$ cat config.mk
export PLATFORM = sky130hd
export DESIGN_NAME = repair_task_scheduler
export DESIGN_NICKNAME = d
export VERILOG_FILES = /design/src/rtl/repair_task_scheduler.sv
export SDC_FILE = /design/constraint.sdc
export NUM_CORES = 1
export LEC_CHECK = 0
export CORE_MARGIN = 2
export CORE_UTILIZATION = 51
export CTS_BUF_LIST = sky130_fd_sc_hd__clkbuf_8
export CTS_CLUSTER_SIZE = 16
export DETAILED_ROUTE_END_ITERATION = 8
export GPL_TIMING_DRIVEN = 0
export PLACE_DENSITY_LB_ADDON = 0.05
export SETUP_SLACK_MARGIN = 0.3
export SLEW_MARGIN = 20
export SYNTH_ARGS = -nofsm -noshare
export SYNTH_HDL_FRONTEND = slang
export SYNTH_SLANG_ARGS = --single-unit
$ cat constraint.sdc
create_clock -name clk -period 2.5 [get_ports clk]
set_input_delay 0.75 -clock clk [delete_from_list [all_inputs] [get_ports clk]]
set_output_delay 0.75 -clock clk [all_outputs]
set_load 0.05 [all_outputs]
$ cat src/rtl/repair_task_scheduler.sv
// Purpose : sequences repair missions (find fault, pick block, drop block) and
//           is the sole requester of the path-planner CPU; fault messages are queued.
// Ports   : unit_valid/unit_id feed the queue; su/fault_found/fault_node/pick_done/
//           drop_done/cpu_busy are planner/bot events; cpu_en/ep issue path requests;
//           state/cur_unit/queue_*/drop_ovf/retry_cnt/msg_*/mission_done report status.
// Latency : cpu_en one cycle after leaving IDLE when cpu_busy=0; all outputs registered.
module repair_task_scheduler #(
  parameter int unsigned DEPTH   = 4,
  parameter int unsigned TIMEOUT = 3125000,
  parameter logic [4:0]  EP_EU   = 5'd29,
  parameter logic [4:0]  EP_CU   = 5'd8,
  parameter logic [4:0]  EP_RU   = 5'd19,
  parameter logic [4:0]  EP_SU0  = 5'd22,
  parameter logic [4:0]  EP_SU1  = 5'd10,
  parameter logic [4:0]  EP_SU2  = 5'd23,
  parameter logic [4:0]  EP_SU3  = 5'd11
) (
  input  logic       clk,
  input  logic       rst_n,
  input  logic       unit_valid,
  input  logic [1:0] unit_id,
  input  logic [1:0] su,
  input  logic       fault_found,
  input  logic [4:0] fault_node,
  input  logic       pick_done,
  input  logic       drop_done,
  input  logic       cpu_busy,
  output logic       cpu_en,
  output logic [4:0] ep,
  output logic [2:0] state,
  output logic [1:0] cur_unit,
  output logic [2:0] queue_count,
  output logic       queue_full,
  output logic       drop_ovf,
  output logic [3:0] retry_cnt,
  output logic       msg_fim,
  output logic       msg_bpm,
  output logic [2:0] msg_bdm,
  output logic       mission_done
);

  localparam logic [2:0] S_IDLE       = 3'd0;
  localparam logic [2:0] S_REQ_UNIT   = 3'd1;
  localparam logic [2:0] S_WAIT_FAULT = 3'd2;
  localparam logic [2:0] S_REQ_PICK   = 3'd3;
  localparam logic [2:0] S_WAIT_PICK  = 3'd4;
  localparam logic [2:0] S_REQ_DROP   = 3'd5;
  localparam logic [2:0] S_WAIT_DROP  = 3'd6;

  localparam int AW = (DEPTH > 1) ? $clog2(DEPTH) : 1;
  localparam int TW = (TIMEOUT > 1) ? $clog2(TIMEOUT) : 1;

  localparam logic [AW-1:0] PTR_LAST = AW'(DEPTH - 1);
  localparam logic [TW-1:0] TMO_LAST = TW'(TIMEOUT - 1);
  localparam logic [2:0]    CNT_FULL = 3'(DEPTH);

  // ---------------------------------------------------------------------------
  // Fault-message queue
  // ---------------------------------------------------------------------------
  logic [1:0]    mem_q [DEPTH];
  logic [AW-1:0] wr_ptr_q, wr_ptr_d;
  logic [AW-1:0] rd_ptr_q, rd_ptr_d;
  logic [2:0]    count_q, count_d;
  logic          drop_ovf_q, drop_ovf_d;
  logic          full;
  logic          empty;
  logic          msg_ok;
  logic          push;
  logic          pop;

  // Fullness is judged on the registered count, so a same-cycle pop never
  // makes room for the incoming message.
  assign full   = (count_q == CNT_FULL);
  assign empty  = (count_q == 3'd0);
  assign msg_ok = unit_valid && (unit_id != 2'd3);
  assign push   = msg_ok && !full;

  // ---------------------------------------------------------------------------
  // FSM and mission registers
  // ---------------------------------------------------------------------------
  logic [2:0]    state_q, state_d;
  logic [1:0]    cur_unit_q, cur_unit_d;
  logic [1:0]    su_q, su_d;
  logic [4:0]    node_q, node_d;
  logic [4:0]    ep_q, ep_d;
  logic          cpu_en_q, cpu_en_d;
  logic [TW-1:0] timer_q, timer_d;
  logic [3:0]    retry_q, retry_d;
  logic          fim_q, fim_d;
  logic          bpm_q, bpm_d;
  logic [2:0]    bdm_q, bdm_d;
  logic          done_seen_q, done_seen_d;
  logic          tmo;
  logic          in_wait;
  logic [4:0]    unit_ep;
  logic [4:0]    su_ep;
  logic [3:0]    retry_inc;

  assign pop     = (state_q == S_IDLE) && !empty;
  assign tmo     = (timer_q == TMO_LAST);
  assign in_wait = (state_q == S_WAIT_FAULT) || (state_q == S_WAIT_PICK) ||
                   (state_q == S_WAIT_DROP);
  assign retry_inc = (retry_q == 4'd15) ? retry_q : retry_q + 4'd1;

  always_comb begin
    unit_ep = EP_RU;
    case (cur_unit_q)
      2'd0:    unit_ep = EP_EU;
      2'd1:    unit_ep = EP_CU;
      default: unit_ep = EP_RU;
    endcase
  end

  always_comb begin
    su_ep = EP_SU0;
    case (su_q)
      2'd0:    su_ep = EP_SU0;
      2'd1:    su_ep = EP_SU1;
      2'd2:    su_ep = EP_SU2;
      default: su_ep = EP_SU3;
    endcase
  end

  always_comb begin
    state_d     = state_q;
    cur_unit_d  = cur_unit_q;
    su_d        = su_q;
    node_d      = node_q;
    ep_d        = ep_q;
    cpu_en_d    = 1'b0;
    retry_d     = retry_q;
    fim_d       = 1'b0;
    bpm_d       = 1'b0;
    bdm_d       = 3'd0;
    done_seen_d = done_seen_q;

    case (state_q)
      S_IDLE: begin
        if (!empty) begin
          cur_unit_d = mem_q[rd_ptr_q];
          state_d    = S_REQ_UNIT;
        end
      end
      S_REQ_UNIT: begin
        if (!cpu_busy) begin
          cpu_en_d = 1'b1;
          ep_d     = unit_ep;
          state_d  = S_WAIT_FAULT;
        end
      end
      S_WAIT_FAULT: begin
        // Event takes priority over a coincident timeout.
        if (fault_found) begin
          node_d  = fault_node;
          su_d    = su;
          fim_d   = 1'b1;
          state_d = S_REQ_PICK;
        end else if (tmo) begin
          retry_d = retry_inc;
          state_d = S_REQ_UNIT;
        end
      end
      S_REQ_PICK: begin
        // su was captured on the way in, so pick retries reuse the same unit.
        if (!cpu_busy) begin
          cpu_en_d = 1'b1;
          ep_d     = su_ep;
          state_d  = S_WAIT_PICK;
        end
      end
      S_WAIT_PICK: begin
        if (pick_done) begin
          bpm_d   = 1'b1;
          state_d = S_REQ_DROP;
        end else if (tmo) begin
          retry_d = retry_inc;
          state_d = S_REQ_PICK;
        end
      end
      S_REQ_DROP: begin
        if (!cpu_busy) begin
          cpu_en_d = 1'b1;
          ep_d     = node_q;
          state_d  = S_WAIT_DROP;
        end
      end
      S_WAIT_DROP: begin
        if (drop_done) begin
          bdm_d       = {1'b0, su_q} + 3'd1;
          done_seen_d = 1'b1;
          state_d     = S_IDLE;
        end else if (tmo) begin
          retry_d = retry_inc;
          state_d = S_REQ_DROP;
        end
      end
      default: state_d = S_IDLE;
    endcase
  end

  // Timer runs only while parked in a WAIT state and restarts on any transition.
  always_comb begin
    timer_d = '0;
    if (in_wait && (state_d == state_q)) begin
      timer_d = timer_q + 1'b1;
    end
  end

  always_comb begin
    wr_ptr_d   = wr_ptr_q;
    rd_ptr_d   = rd_ptr_q;
    count_d    = count_q;
    drop_ovf_d = drop_ovf_q;
    if (push) begin
      wr_ptr_d = (wr_ptr_q == PTR_LAST) ? '0 : wr_ptr_q + 1'b1;
    end
    if (pop) begin
      rd_ptr_d = (rd_ptr_q == PTR_LAST) ? '0 : rd_ptr_q + 1'b1;
    end
    if (push && !pop) begin
      count_d = count_q + 3'd1;
    end else if (pop && !push) begin
      count_d = count_q - 3'd1;
    end
    if (msg_ok && full) begin
      drop_ovf_d = 1'b1;
    end
  end

  // Storage needs no reset: entries are only read behind a non-zero count.
  always_ff @(posedge clk) begin
    if (push) begin
      mem_q[wr_ptr_q] <= unit_id;
    end
  end

  always_ff @(posedge clk) begin
    if (!rst_n) begin
      wr_ptr_q    <= '0;
      rd_ptr_q    <= '0;
      count_q     <= 3'd0;
      drop_ovf_q  <= 1'b0;
      state_q     <= S_IDLE;
      cur_unit_q  <= 2'd0;
      su_q        <= 2'd0;
      node_q      <= 5'd0;
      ep_q        <= 5'd0;
      cpu_en_q    <= 1'b0;
      timer_q     <= '0;
      retry_q     <= 4'd0;
      fim_q       <= 1'b0;
      bpm_q       <= 1'b0;
      bdm_q       <= 3'd0;
      done_seen_q <= 1'b0;
    end else begin
      wr_ptr_q    <= wr_ptr_d;
      rd_ptr_q    <= rd_ptr_d;
      count_q     <= count_d;
      drop_ovf_q  <= drop_ovf_d;
      state_q     <= state_d;
      cur_unit_q  <= cur_unit_d;
      su_q        <= su_d;
      node_q      <= node_d;
      ep_q        <= ep_d;
      cpu_en_q    <= cpu_en_d;
      timer_q     <= timer_d;
      retry_q     <= retry_d;
      fim_q       <= fim_d;
      bpm_q       <= bpm_d;
      bdm_q       <= bdm_d;
      done_seen_q <= done_seen_d;
    end
  end

  assign cpu_en       = cpu_en_q;
  assign ep           = ep_q;
  assign state        = state_q;
  assign cur_unit     = cur_unit_q;
  assign queue_count  = count_q;
  assign queue_full   = full;
  assign drop_ovf     = drop_ovf_q;
  assign retry_cnt    = retry_q;
  assign msg_fim      = fim_q;
  assign msg_bpm      = bpm_q;
  assign msg_bdm      = bdm_q;
  // A push makes the queue non-empty, which drops this on the following cycle.
  assign mission_done = (state_q == S_IDLE) && empty && done_seen_q;

endmodule

; Yosys cells after proc, flatten, opt, wreduce, memory -nomap -nowiden
; Memory sizes are Yosys's and may differ from the RTL's. A register that Yosys moved wholly into a read port is not among the register bits.
; Cells that the tools add are included.
[classes]
addsub = 7
eq_ne = 22
mux = 32
bitwise = 1
n_reduce_logical = 34
[op_table]
columns = operator, n
row1 = 3-bit two-way mux, 12
row2 = 5-bit one-hot mux with 3 select lines, 2
row3 = "22-bit by 1-bit adder with 22-bit output, second input constant", 1
row4 = "22-bit equality test, second input constant", 1
row5 = 3-bit one-hot mux with 7 select lines, 1
row6 = 4-bit two-way mux, 5
row7 = 5-bit two-way mux, 3
row8 = "2-bit != test, second input constant", 7
row9 = 2-bit AND reduction, 7
row10 = "3-bit equality test, second input constant", 4
row11 = 4-bit one-hot mux with 3 select lines, 1
row12 = 5-bit one-hot mux with 2 select lines, 1
row13 = 1-bit logical AND, 9
row14 = 4-bit AND reduction, 2
row15 = "2-bit equality test, second input constant", 3
row16 = "3-bit by 2-bit equality test with 1-bit output, second input constant", 2
row17 = 3-bit zero test, 2
row18 = 3-bit nonzero test, 2
row19 = 1-bit zero test, 5
row20 = 1-bit two-way mux, 5
row21 = "2-bit by 1-bit adder with 2-bit output, second input constant", 2
row22 = "4-bit by 1-bit adder with 4-bit output, second input constant", 1
row23 = "2-bit by 1-bit equality test with 1-bit output, second input constant", 2
row24 = "4-bit equality test, second input constant", 1
row25 = 12 further kinds, 15
[word_totals]
ff_bits = 56
ramBits = 8
input_bits = 16
out_inout_bits = 26
elab_cells = 112
memories = 1
[memory_table]
columns = name, depth, word_bits, rd, rd_clocked_by_memory_dff, wr, line
row1 = mem_q, 4, 2, 1, 1, 1, 60  ; logic [1:0] mem_q [DEPTH];

; Logic depth before layout (Yosys ltp)
[logic_depth]
ltp_word = 7
mapped_depth = 11
ltp_nobuf = 9

; Least setup slack after synthesis
; Ideal clock, no wire load.
[synth_timing]
kind = reg-to-reg
start = reg count_q[2], in the netlist queue_count[2]
end = reg count_q[2], in the netlist queue_count[2]
setup_time_ns = 0.076
arrival_time_ns = 3.409
path_slack_ns = -0.985
path_stages_with_launch = 9
n_path_buf = 0
synth_period_minus_slack_ns = 3.485
path_cell_list = dfxtp_1 > nor3b_1 > nor2_1 > ha_1 > inv_1 > fa_1 > xor2_1 > or3_1 > a21boi_0
[synth_between]
elab_chain_cells = 6
[synth_lines]
columns = element, line
row1 = from (decl), 63  ; logic [2:0] count_q, count_d;
row2 = from (signal assigned), 258  ; count_q <= count_d;
row3 = 3-bit equality test *, 73  ; assign full = (count_q == CNT_FULL);
row4 = net queue_full, 33  ; output logic queue_full,
row5 = 1-bit zero test *, 76  ; assign push = msg_ok && !full;
row6 = 1-bit logical AND *, 76
row7 = net push, 68  ; logic push;
row8 = 1-bit zero test, 222  ; end else if (pop && !push) begin
row9 = 1-bit logical AND, 222
row10 = 2-bit nonzero test (no source line), --
; Mark *: on every way through the listed nets, which the timed path passes. The rest lies on a longest branch. The select of a mux whose other input is x is not followed.
; A chain may end at the register's enable or synchronous reset.

; Final worst setup path
[layout_timing]
start = reg state_q[1], in the netlist state[1]
end = out mission_done
[layout_between]
elab_chain_cells = 3
[layout_lines]
columns = element, line
row1 = from (decl), 81  ; logic [2:0] state_q, state_d;
row2 = from (signal assigned), 260  ; state_q <= state_d;
row3 = 3-bit zero test, 287  ; assign mission_done = (state_q == S_IDLE) && empty && done_seen_q;
row4 = 1-bit logical AND (2 in series), 287
row5 = to (decl), 39  ; output logic mission_done
; No other way between the ends.

==> impl_metrics.ini <==
[timing]
slew_headroom_pct = 50.2
setup_slack_ns = 0.269
worstMarginPinSlew_ns = 0.736
report.final.slew_viol_count = 0
hold_viol = 0
period_minus_slack_ns = 2.23
skew_ns = 0.00764
setup_viol = 0
fmax_ghz = 0.448
rsz0062_at_grt = yes
min_period_over_period_pct = 89.3

[placed_design]
gp_congestion = 0.919
numPortBuffers = 41
post-place-ws_ns = -0.333
hpwlAfterDp_um = 4910

[detailed_routing]
dr.pass1.iters = 4
ant_nets = 0
m1WireLength_um = 3320
num_vias = 2627
routed.top_layer = met4
met3_length_um = 294
postRouteWirelength_um = 6880
viasPerCell = 5.44
dr_wl_met2_um = 3120
drt_iter0_drc = 165
drc = 0
routedWlPerCell_um = 14.2

[synth]
post-synth-top-area-cell = dfxtp_1
synth.cell_area_mm2 = 0.00321
synthDistinctLibCells = 56
synth_ff_type = dfxtp_1
syn_nets = 373
syn_inst = 344
synth_edf_count = 8
netlist_top_cells_area = dfxtp_1, edfxtp_1, ha_1
async_flop_share_pct = 0
ys_ff_latch = 66
yosysWarnings = 0
synth_top_area_share_pct = 36.2
avgSynthCellArea_um2 = 9.32
yosysSeqAreaShare_pct = 43.7

[clock_tree]
cts_tree = done
path_clk_slew_ns = 0.07
numCtsBuffers = 9
clock-root-buffer = clkbuf_8
htreeDepth = 3
clkLatencyLatePin_ns = 0.34
ctsHoldBuffers = 0
clock_sinks = 66
clockBufferDepth = 2

[floorplanning]
start_util_pct = 53.5
die_w_um = 83.3
io_pins = 42
num_rows = 28
core_area_mm2 = 0.00599
dieArea_mm2 = 0.00694
die_h_um = 83.3

[setup_path]
worstSetupStartpointType = flop
cp_cell_sequence = buf_6 -> nor3_1 -> and3_1 -> buf_4
cp_max_fo = 8
crit_path_end_kind = primary output
crit_type = reg2out
required_ns = 1.75
cpPeakStageDelay_ns = 0.35
worstPathArrival_ns = 1.48
slowest_stage = dfxtp_4

[cells_and_area]
fin_nets = 432
drive_gt1_share_pct = 14.7
syn2layout_area_growth_pct = 24.7
fillers = 506
antenna_cells = 0
post-route-util_pct = 66.7

[global_routing]
antenna_found_initial = 0
grt_pass1_vias = 2453
grt_pass1_wl_um = 11400
grtUsageTotal_pct = 20.2
grt_max_degree = 12
grt_overflow = 0

[power]
ir_worst_vdd_mv = 0.595
leakagePower_uw = 0.00160
power.density_mw_per_mm2 = 762

[run]
drv_cap = 0

[run_status]
status = finished, final reports clean

[worst_hold_path]
hold_class = reg2reg
==> stage by stage <==
step           total power, uW  std cells  TNS, ns  cell area, um2  hold slack (ns)
3_3_place_gp              2240        460    -5.85            3770            0.430
5_1_grt                   3210        483        0            4000            0.461
4_1_cts                   3020        480        0            3950            0.442
6_report                  3050        483        0            4000            0.440
3_5_place_dp              2270        460    -6.48            3770            0.431
2_1_floorplan             1990        344        0            3270            0.415
==> final cells by class <==
type	instances	area, um2	area share, %
multi-input cells	252	1740	43.5
flip-flops and latches	66	1420	35.5
repair buffers	48	425	10.6
plain buffers	18	125	3.13
clock buffers	9	124	3.10
well taps	75	93.8	2.35
clock inverters	7	37.5	0.939
inverters	8	32.5	0.814
==> worst paths after layout <==
kind                                    start  cells past startpoint  slack [ns]                     endpoint
hold reg to reg      done_seen_q$_SDFFE_PN0P_                      2        0.44     done_seen_q$_SDFFE_PN0P_
hold / removal       done_seen_q$_SDFFE_PN0P_                      2        0.44     done_seen_q$_SDFFE_PN0P_
setup reg to reg  queue_count[0]$_SDFFE_PN0P_                     10        0.35  queue_count[2]$_SDFFE_PN0P_
setup / recovery          state[1]$_SDFF_PN0_                      4        0.27                 mission_done
==> synthesized netlist by cell type (8+ instances only) <==
cell type  count
dfxtp_1       58
nand2_1       40
nor2_1        38
xor2_1        15
ha_1          12
nor2b_1       12
a21boi_0      11
and2_1        10
o21ai_0       10
clkbuf_1       9
mux2i_1        9
nand3_1        9
nand4_1        9
edfxtp_1       8
inv_1          8
xnor2_1        8
==> layer usage <==
metal  track usage [%]  vias up
met2              31.8       77
met4              9.39        0
met5                 0        -
met1              26.8     1212
li1                  -     1326
met3              3.68       12
==> state kept, by name (all words and copies together) (netlist names) <==
register	flops
wr_ptr_q	2
drop_ovf	1
ep	5
msg_fim	1
state	3
msg_bpm	1
retry_cnt	4
rd_ptr_q	2
mem_q	8
cpu_en	1
cur_unit	2
done_seen_q	1
node_q	5
timer_q	22
queue_count	3
msg_bdm	3
su_q	2
==> cell families (layout without fill, tap and decap cells) <==
kind of cell	count (synthesis)	count (layout)	synth area share, %
simple gates	156	156	25.6
flops	66	66	43.7
compound gates	49	49	10.5
buf+inv	26	90	4.33
xor+xnor	23	23	6.28
fa+ha+maj	13	13	5.31
mux	11	11	4.22
==> cell usage in the layout (no fill, tap or decap), types with 3 or more instances in the layout <==
cell             instances
nand2_1                 38
a31oi_1                  5
buf_6                    6
buf_4                    8
nor4b_1                  5
a21oi_1                  4
dfxtp_1                 52
clkbuf_8                10
clkinv_2                 3
edfxtp_1                 8
nor2b_1                 12
clkdlybuf4s50_1          9
ha_1                    11
and3_1                   7
o211ai_1                 3
clkbuf_2                 3
dlygate4sd2_1           24
nand3_1                  9
xor2_1                  15
nand4_1                  9
clkbuf_1                 8
dlymetal6s2s_1           4
o21ai_0                 10
and2_1                  10
xnor2_1                  8
nor2_1                  35
mux2i_1                  9
nor3_1                   4
nand2b_1                 4
a21boi_0                10
dfxtp_4                  4
inv_1                    8
==> worst max-delay path, delay by kind of cell, from the launching register on <==
kind | cells | cell delay (ns)
AND/OR/NAND/NOR | 2 | 0.46
buffers and inverters | 2 | 0.33
flip-flops | 1 | 0.35
==> what timing repair did <==
action                     CTS  global route
resized for setup           37            23
gates cloned                 0             0
pin swaps                    4             5
setup endpoints to repair   46            30
buffers inserted             4             3
==> report_power, final <==
part / switching, uW / leakage, uW / internal, uW
Clock: 399 / 0.0000836 / 347
Combinational: 588 / 0.000967 / 434
Sequential: 111 / 0.000546 / 1170
Total: 1100 / 0.00160 / 1950
Note: power is estimated with default switching activity, not from simulation.
